<file path="src/rtl/lct_tmb_tx_if.sv">
// LCT candidate inputs from the trigger core and LCT word outputs toward the TMB.
// master = trigger-core side, slave = lct_tmb_tx.
interface lct_tmb_tx_if #(
    parameter int unsigned BXN_W  = 12,
    parameter int unsigned DEAD_W = 3
);
    logic              hv, lv;
    logic [1:0]        hp, lp;
    logic [6:0]        hnp, lnp;
    logic              hfap, lfap;
    logic              hpatbp, lpatbp;
    logic              bc0;
    logic              trig_stop;
    logic [DEAD_W-1:0] dead_time;
    logic [11:0]       lct0, lct1;
    logic [BXN_W-1:0]  bxn;
    logic              bxn_err;
    logic              key_err;
    logic [15:0]       lct_cnt;

    modport master (
        output hv, lv, hp, lp, hnp, lnp, hfap, lfap, hpatbp, lpatbp, bc0, trig_stop, dead_time,
        input  lct0, lct1, bxn, bxn_err, key_err, lct_cnt
    );

    modport slave (
        input  hv, lv, hp, lp, hnp, lnp, hfap, lfap, hpatbp, lpatbp, bc0, trig_stop, dead_time,
        output lct0, lct1, bxn, bxn_err, key_err, lct_cnt
    );
endinterface

</file>
<file path="src/rtl/lct_tmb_tx.sv">
// ALCT -> TMB LCT transmitter: validates, orders, dead-time filters and BXN-stamps the
// best/second LCT pair through a two-stage pipeline.
module lct_tmb_tx #(
    parameter int unsigned KEY_MAX = 47,
    parameter int unsigned BXN_W   = 12,
    parameter int unsigned BXN_MAX = 3563,
    parameter int unsigned BXN_OFS = 0,
    parameter int unsigned DEAD_W  = 3
) (
    input  logic          clk,
    input  logic          rst_n,
    lct_tmb_tx_if.slave   bus
);
    localparam logic [6:0]       LP_KEY_MAX = 7'(KEY_MAX);
    localparam logic [BXN_W-1:0] LP_BXN_MAX = BXN_W'(BXN_MAX);
    localparam logic [BXN_W-1:0] LP_BXN_OFS = BXN_W'(BXN_OFS);

    typedef enum logic [1:0] {StWaitBc0, StRun, StStop} state_e;

    state_e r_state, w_state_nxt;

    logic [BXN_W-1:0]  r_bxn, w_bxn_nxt;
    logic              r_bxn_err;

    logic [11:0]       r_s1_h, r_s1_l;
    logic [BXN_W-1:0]  r_s1_bxn;
    logic [DEAD_W-1:0] r_s1_dt;

    logic [1:0][DEAD_W-1:0] r_dcnt, w_dcnt_nxt;
    logic [1:0][6:0]        r_dkey, w_dkey_nxt;

    logic [11:0]       r_lct0, r_lct1;
    logic [BXN_W-1:0]  r_bxn_out;
    logic              r_key_err;
    logic [15:0]       r_cnt, w_cnt_nxt;

    logic              w_run;
    logic [6:0]        w_h_key, w_l_key;
    logic              w_h_bad, w_l_bad, w_h_ok, w_l_ok, w_h_sup, w_l_sup, w_h_go, w_l_go;
    logic              w_key_err;
    logic [1:0][11:0]  w_lct;
    logic [1:0]        w_n_tx;
    logic [16:0]       w_sum;

    always_comb begin
        w_state_nxt = r_state;
        unique case (r_state)
            StWaitBc0: if (bus.bc0)        w_state_nxt = StRun;
            StRun:     if (bus.trig_stop)  w_state_nxt = StStop;
            StStop:    if (!bus.trig_stop) w_state_nxt = StRun;
            default:                       w_state_nxt = StWaitBc0;
        endcase
    end

    // bc0 resync wins over the natural increment/wrap
    always_comb begin
        w_bxn_nxt = r_bxn + 1'b1;
        if (bus.bc0)                  w_bxn_nxt = LP_BXN_OFS;
        else if (r_bxn == LP_BXN_MAX) w_bxn_nxt = '0;
    end

    always_comb begin
        w_run   = (r_state == StRun);
        w_h_key = r_s1_h[6:0];
        w_l_key = r_s1_l[6:0];
        w_h_bad = r_s1_h[11] && (w_h_key > LP_KEY_MAX);
        w_l_bad = r_s1_l[11] && (w_l_key > LP_KEY_MAX);
        w_h_ok  = r_s1_h[11] && !w_h_bad;
        w_l_ok  = r_s1_l[11] && !w_l_bad && !(w_h_ok && (w_l_key == w_h_key));
        w_h_sup = ((r_dcnt[0] != '0) && (r_dkey[0] == w_h_key)) ||
                  ((r_dcnt[1] != '0) && (r_dkey[1] == w_h_key));
        w_l_sup = ((r_dcnt[0] != '0) && (r_dkey[0] == w_l_key)) ||
                  ((r_dcnt[1] != '0) && (r_dkey[1] == w_l_key));
        w_h_go  = w_run && w_h_ok && !w_h_sup;
        w_l_go  = w_run && w_l_ok && !w_l_sup;
        w_key_err = w_h_bad || w_l_bad;
        // a lone surviving second candidate is promoted into lct0
        w_lct[0] = w_h_go ? r_s1_h : (w_l_go ? r_s1_l : 12'd0);
        w_lct[1] = (w_h_go && w_l_go) ? r_s1_l : 12'd0;
        w_n_tx   = {1'b0, w_lct[0][11]} + {1'b0, w_lct[1][11]};
        w_sum    = {1'b0, r_cnt} + {15'd0, w_n_tx};
        w_cnt_nxt = w_sum[16] ? 16'hFFFF : w_sum[15:0];
    end

    always_comb begin
        w_dcnt_nxt = r_dcnt;
        w_dkey_nxt = r_dkey;
        for (int i = 0; i < 2; i++) begin
            if (w_lct[i][11]) begin
                w_dcnt_nxt[i] = r_s1_dt;
                w_dkey_nxt[i] = w_lct[i][6:0];
            end else if (w_run && (r_dcnt[i] != '0)) begin
                w_dcnt_nxt[i] = r_dcnt[i] - 1'b1;
            end
        end
    end

    always_ff @(posedge clk or negedge rst_n) begin
        if (!rst_n) begin
            r_state   <= StWaitBc0;
            r_bxn     <= '0;
            r_bxn_err <= 1'b0;
            r_s1_h    <= '0;
            r_s1_l    <= '0;
            r_s1_bxn  <= '0;
            r_s1_dt   <= '0;
            r_dcnt    <= '0;
            r_dkey    <= '0;
            r_lct0    <= '0;
            r_lct1    <= '0;
            r_bxn_out <= '0;
            r_key_err <= 1'b0;
            r_cnt     <= '0;
        end else begin
            r_state   <= w_state_nxt;
            r_bxn     <= w_bxn_nxt;
            r_bxn_err <= r_bxn_err ||
                         (bus.bc0 && (r_state != StWaitBc0) && (r_bxn != LP_BXN_MAX));
            r_s1_h    <= {bus.hv, bus.hp, bus.hfap, bus.hpatbp, bus.hnp};
            r_s1_l    <= {bus.lv, bus.lp, bus.lfap, bus.lpatbp, bus.lnp};
            r_s1_bxn  <= r_bxn;
            r_s1_dt   <= bus.dead_time;
            r_dcnt    <= w_dcnt_nxt;
            r_dkey    <= w_dkey_nxt;
            r_lct0    <= w_lct[0];
            r_lct1    <= w_lct[1];
            r_bxn_out <= r_s1_bxn;
            r_key_err <= w_key_err;
            r_cnt     <= w_cnt_nxt;
        end
    end

    assign bus.lct0    = r_lct0;
    assign bus.lct1    = r_lct1;
    assign bus.bxn     = r_bxn_out;
    assign bus.bxn_err = r_bxn_err;
    assign bus.key_err = r_key_err;
    assign bus.lct_cnt = r_cnt;
endmodule

</file>
<file path="src/flat_wrapper.sv">
// flat-port wrapper written by rule: the top's interface ports become plain ports
module lct_tmb_tx_flat 
#(
    parameter int unsigned KEY_MAX = 47,
    parameter int unsigned BXN_W   = 12,
    parameter int unsigned BXN_MAX = 3563,
    parameter int unsigned BXN_OFS = 0,
    parameter int unsigned DEAD_W  = 3
)
  (clk, rst_n, bus_hv, bus_lv, bus_hp, bus_lp, bus_hnp, bus_lnp, bus_hfap, bus_lfap, bus_hpatbp, bus_lpatbp, bus_bc0, bus_trig_stop, bus_dead_time, bus_lct0, bus_lct1, bus_bxn, bus_bxn_err, bus_key_err, bus_lct_cnt);
  lct_tmb_tx_if #(.BXN_W(BXN_W), .DEAD_W(DEAD_W)) bus_i ();
  input  logic clk;
  input  logic rst_n;
  input wire logic [$bits(bus_i.hv)-1:0] bus_hv;
  input wire logic [$bits(bus_i.lv)-1:0] bus_lv;
  input wire logic [$bits(bus_i.hp)-1:0] bus_hp;
  input wire logic [$bits(bus_i.lp)-1:0] bus_lp;
  input wire logic [$bits(bus_i.hnp)-1:0] bus_hnp;
  input wire logic [$bits(bus_i.lnp)-1:0] bus_lnp;
  input wire logic [$bits(bus_i.hfap)-1:0] bus_hfap;
  input wire logic [$bits(bus_i.lfap)-1:0] bus_lfap;
  input wire logic [$bits(bus_i.hpatbp)-1:0] bus_hpatbp;
  input wire logic [$bits(bus_i.lpatbp)-1:0] bus_lpatbp;
  input wire logic [$bits(bus_i.bc0)-1:0] bus_bc0;
  input wire logic [$bits(bus_i.trig_stop)-1:0] bus_trig_stop;
  input wire logic [$bits(bus_i.dead_time)-1:0] bus_dead_time;
  output wire logic [$bits(bus_i.lct0)-1:0] bus_lct0;
  output wire logic [$bits(bus_i.lct1)-1:0] bus_lct1;
  output wire logic [$bits(bus_i.bxn)-1:0] bus_bxn;
  output wire logic [$bits(bus_i.bxn_err)-1:0] bus_bxn_err;
  output wire logic [$bits(bus_i.key_err)-1:0] bus_key_err;
  output wire logic [$bits(bus_i.lct_cnt)-1:0] bus_lct_cnt;
  assign bus_i.hv = bus_hv;
  assign bus_i.lv = bus_lv;
  assign bus_i.hp = bus_hp;
  assign bus_i.lp = bus_lp;
  assign bus_i.hnp = bus_hnp;
  assign bus_i.lnp = bus_lnp;
  assign bus_i.hfap = bus_hfap;
  assign bus_i.lfap = bus_lfap;
  assign bus_i.hpatbp = bus_hpatbp;
  assign bus_i.lpatbp = bus_lpatbp;
  assign bus_i.bc0 = bus_bc0;
  assign bus_i.trig_stop = bus_trig_stop;
  assign bus_i.dead_time = bus_dead_time;
  assign bus_lct0 = bus_i.lct0;
  assign bus_lct1 = bus_i.lct1;
  assign bus_bxn = bus_i.bxn;
  assign bus_bxn_err = bus_i.bxn_err;
  assign bus_key_err = bus_i.key_err;
  assign bus_lct_cnt = bus_i.lct_cnt;
  lct_tmb_tx #(.KEY_MAX(KEY_MAX), .BXN_W(BXN_W), .BXN_MAX(BXN_MAX), .BXN_OFS(BXN_OFS), .DEAD_W(DEAD_W)) u_core (.clk(clk), .rst_n(rst_n), .bus(bus_i));
endmodule
</file>
<file path="config.mk">
export PLATFORM = sky130hd
export DESIGN_NAME = lct_tmb_tx_flat
export DESIGN_NICKNAME = d
export VERILOG_FILES = /design/src/rtl/lct_tmb_tx_if.sv /design/src/rtl/lct_tmb_tx.sv /design/src/flat_wrapper.sv
export SDC_FILE = /design/constraint.sdc
export NUM_CORES = 1
export LEC_CHECK = 0
export CORE_MARGIN = 2
export CORE_UTILIZATION = 53
export DETAILED_ROUTE_END_ITERATION = 10
export PLACE_DENSITY = 0.8
export SYNTH_ARGS = -nofsm -noshare
export SYNTH_HDL_FRONTEND = slang
export SYNTH_SLANG_ARGS = --single-unit
</file>
<file path="constraint.sdc">
create_clock -name clk -period 4.6 [get_ports clk]
set_input_delay 0.46 -clock clk [delete_from_list [all_inputs] [get_ports clk]]
set_output_delay 0.46 -clock clk [all_outputs]
set_load 0.03 [all_outputs]
</file>
==> tab_implementation.tex <==
\begin{tabular}{lr}
\hline
Metric & Value \\
\hline
\multicolumn{2}{l}{\textbf{STA}} \\
\quad Endpoints failing setup & 0 \\
\quad Setup\_tns & 0 ns \\
\quad Post-route worst setup slack & 0.950 ns \\
\quad Share of the clock period used by the worst path after layout & 0.793 \\
\quad Max frequency & 274 MHz \\
\quad Total count of max-transition violations in the final report & 0 \\
\quad Unrepaired setup endpoints after global routing & false \\
\quad Minimum clock period & 3.65 ns \\
\quad Fin. Hold Viols & 0 \\
\quad Max-Slew Margin vs Limit & 0.349 \\
\quad Least-Margin Pin Slew & 0.968 ns \\
\quad Post-route worst hold slack & 0.348 ns \\
\quad Clock skew & 0.00801 ns \\
\multicolumn{2}{l}{\textbf{Critical path}} \\
\quad Endpoint kind of the worst setup timing path & register \\
\quad Reg-to-reg startpoint & u\_core.r\_s1\_l[1] \\
\quad FF-to-FF path depth & 10 \\
\quad Internal reg-to-reg setup slack & 0.95 ns \\
\quad Data arrival at the endpoint of the critical path & 4.00 ns \\
\quad Type of the setup path with the least slack & reg -> reg \\
\quad Startpoint type of the worst setup path & register \\
\quad CP Max Fanout & 13 \\
\quad Endpoint of the worst register-to-register path & u\_core.bus.lct\_cnt[2] \\
\quad Worst endpoint required time & 4.95 ns \\
\multicolumn{2}{l}{\textbf{Floorplan}} \\
\quad Die height & 101 um \\
\quad Die Span X & 101 um \\
\quad Core area & 9240 um\^{}2 \\
\quad Initial standard-cell utilization of the core & 0.544 \\
\quad Number of cell rows & 35 \\
\quad Die area & 10300 um\^{}2 \\
\quad Number of ports placed on the die boundary & 85 \\
\multicolumn{2}{l}{\textbf{Global routing}} \\
\quad Met2 Usage GRT & 0.350 \\
\quad Maximum number of pins on one net before global-route repair & 57 \\
\quad Vias in the first global route & 3336 \\
\quad M1 GR Usage & 0.274 \\
\quad Initial antenna violation count & 0 \\
\quad All-layer global routing usage & 0.215 \\
\quad Peak-usage layer in the global routing report & met2 \\
\quad Wire length of the first global-routing pass & 16700 um \\
\quad Met3 capacity usage during global routing & 0.0683 \\
\quad Overflow left after global routing & 0 \\
\multicolumn{2}{l}{\textbf{Place}} \\
\quad Routability cong. & 0.949 \\
\quad Post-Place Worst Slack & 0.959 ns \\
\quad Post-DP HPWL & 6640 um \\
\quad PortBufs & 84 \\
\multicolumn{2}{l}{\textbf{Clock network}} \\
\quad Clock tree from TritonCTS & yes \\
\quad Clk\_lat worst skew & 0.51 ns \\
\quad Max Root-Sink Buffers & 2 \\
\quad Number of buffers created by CTS & 17 \\
\quad Root Buffer Master & sky130\_fd\_sc\_hd\_\_clkbuf\_8 \\
\quad Clk pin slew, worst setup/hold paths & 0.06 ns \\
\quad Sinks on the clock net & 127 \\
\quad CTS HTree Levels & 4 \\
\multicolumn{2}{l}{\textbf{Outcome}} \\
\quad Result of the run & completed \\
\multicolumn{2}{l}{\textbf{Hold path}} \\
\quad Cell depth of the worst min-delay path & 0 \\
\quad End point of the most critical hold path & u\_core.bus.bxn[4] \\
\quad Hold Path Origin & u\_core.r\_s1\_bxn[4] \\
\quad Hold/Removal Path Class & reg -> reg \\
\multicolumn{2}{l}{\textbf{Synthesis}} \\
\quad Post-Syn Area per Cell & 12.3 um\^{}2 \\
\quad Portion of synthesized cell area occupied by the leading cell type & 0.632 \\
\quad Yosys warning count & 0 \\
\quad Flops \& latches, synth & 127 \\
\quad Most numerous cell types in the synthesized netlist & sky130\_fd\_sc\_hd\_\_dfrtp\_1, sky130\_fd\_sc\_hd\_\_xnor2\_1, sky130\_fd\_sc\_hd\_\_nor2\_1 \\
\quad Share of synthesized flip-flops with an asynchronous set or reset & 1.00 \\
\quad Flip-flop cell with the highest count after synthesis & sky130\_fd\_sc\_hd\_\_dfrtp\_1 \\
\quad Number of synthesized flops with an enable pin & 0 \\
\quad Top cell type by total area after synthesis & sky130\_fd\_sc\_hd\_\_dfrtp\_1 \\
\quad Share of the yosys chip area belonging to registers & 0.632 \\
\quad Netlist Area Pre-Place & 5030 um\^{}2 \\
\quad Count of distinct cell types in the synthesized netlist & 37 \\
\quad Mapped Cells & 409 \\
\quad Dominant cell by count in the synthesized netlist & sky130\_fd\_sc\_hd\_\_dfrtp\_1 \\
\quad Area contributors post-synth & sky130\_fd\_sc\_hd\_\_dfrtp\_1, sky130\_fd\_sc\_hd\_\_xnor2\_1, sky130\_fd\_sc\_hd\_\_xor2\_1 \\
\multicolumn{2}{l}{\textbf{Finish}} \\
\quad Antenna diodes & 0 \\
\quad Fraction of layout instances using a drive strength above 1 & 0.104 \\
\quad Area growth syn-to-layout & 30.1\% \\
\quad Count of nets after finishing & 533 \\
\quad Final Util & 0.708 \\
\multicolumn{2}{l}{\textbf{Route}} \\
\quad DR WL/cell & 15.7 um \\
\quad Detailed-route wire length & 10000 um \\
\quad Detail-routed via count per cell & 4.97 \\
\quad Total via count in the routed design & 3168 \\
\quad Post-route DRC violation count & 0 \\
\quad Antenna-violating nets left & 0 \\
\quad Pre-antenna DRT Iters & 4 \\
\quad Drt initial violations & 111 \\
\multicolumn{2}{l}{\textbf{Power}} \\
\quad Ratio of total power to cell area & 518 nW/um\^{}2 \\
\quad Worst ir drop on vdd & 431 uV \\
\quad Static power due to leakage & 0.00299 uW \\
\multicolumn{2}{l}{\textbf{Flow run}} \\
\quad Max-capacitance violation count & 0 \\
\hline
\end{tabular}
## stage by stage
stage	cells	cell area [um^2]	power, uW
after floorplan	410	5030	1840
after global placement	604	5940	2040
after detailed placement	604	5940	2060
after CTS	637	6550	3410
after global routing	637	6550	3550
final	637	6550	3390
## final cells by class
| class | instances | area, um^2 |
|---|---|---|
| Clock buffer | 18 | 418 |
| Clock inverter | 14 | 179 |
| Fill cell | 633 | 2700 |
| Inverter | 19 | 71.3 |
| Multi-Input combinational cell | 241 | 1660 |
| Sequential cell | 127 | 3180 |
| Tap cell | 129 | 161 |
| Timing Repair Buffer | 89 | 878 |
## how the worst max path moves through the flow
stage,startpoint,endpoint,cells past startpoint
2_1_floorplan,u_core.r_s1_l[1],u_core.bus.lct_cnt[13],15
3_3_place_gp,u_core.r_s1_l[1],u_core.bus.lct_cnt[2],10
3_5_place_dp,u_core.r_s1_l[1],u_core.bus.lct_cnt[2],10
4_1_cts,u_core.r_s1_l[1],u_core.bus.lct_cnt[2],10
5_1_grt,u_core.r_s1_l[1],u_core.bus.lct_cnt[2],10
6_report,u_core.r_s1_l[1],u_core.bus.lct_cnt[2],10
## sequential cells by signal, summed over array words and instances, names as in the netlist, 6 cells and up
register / cells
u_core.bus.lct_cnt: 16
u_core.r_dkey: 14
u_core.bus.bxn: 12
u_core.bus.lct0: 12
u_core.bus.lct1: 12
u_core.r_bxn: 12
u_core.r_s1_bxn: 12
u_core.r_s1_h: 12
u_core.r_s1_l: 12
u_core.r_dcnt: 6
## layer usage
layer  vias up  routed length, um
li1       1506                  -
met1      1563               4160
met2        82               5110
met3        17                510
met4         0                229
met5         -                  0
## worst max-delay path, stage by stage, from the launching register on
cell                      delay [ns]
sky130_fd_sc_hd__dfrtp_1        0.47
sky130_fd_sc_hd__xor2_1         0.19
sky130_fd_sc_hd__or4_1          0.53
sky130_fd_sc_hd__nor3_2         0.16
sky130_fd_sc_hd__or4_1          0.46
sky130_fd_sc_hd__nand2_2        0.18
sky130_fd_sc_hd__fa_1           0.41
sky130_fd_sc_hd__ha_1           0.20
sky130_fd_sc_hd__and2_1         0.27
sky130_fd_sc_hd__nand4_1        0.44
sky130_fd_sc_hd__o21ai_0        0.17
## power by group
group | total (uW) | internal [uW] | switching (uW) | leakage [uW]
sequential | 1390 | 1250 | 132 | 0.00165
combinational | 667 | 342 | 325 | 0.00106
clock | 1340 | 834 | 501 | 0.000283
total | 3390 | 2430 | 958 | 0.00299
## layout by cell type (no fill, tap or decap), drive strengths merged, types with 4 or more instances in the layout
cell           instances
a21oi                 10
ha                     6
xnor2                 39
nor2                  27
clkbuf                18
inv                   24
nand2                 24
o21ai                 14
and2                  11
and3                   4
mux2                  13
nand2b                 9
nand3                 23
xor2                  19
dfrtp                127
clkdlybuf4s50         83
buf                    5
nand4                 14
mux2i                  6
## cell families after synthesis
| kind of cell | count (synthesis) | share of synthesized area |
|---|---|---|
| xor gates and xnor gates | 58 | 0.101 |
| adders and majority gates | 7 | 0.0189 |
| other | 1 | 0.000746 |
| muxes | 19 | 0.0470 |
| and+or+nand+nor | 126 | 0.131 |
| DFF | 127 | 0.632 |
| buffers and inverters | 42 | 0.0391 |
| AOI/OAI and AO/OA | 29 | 0.0306 |
## repair_timing
action                    4_1_cts  5_1_grt
hold endpoints to repair       38        0
hold buffers                    1        0
buffers inserted                0        0
gates resized for setup         0        0
Note: power is estimated with default switching activity, not from simulation.
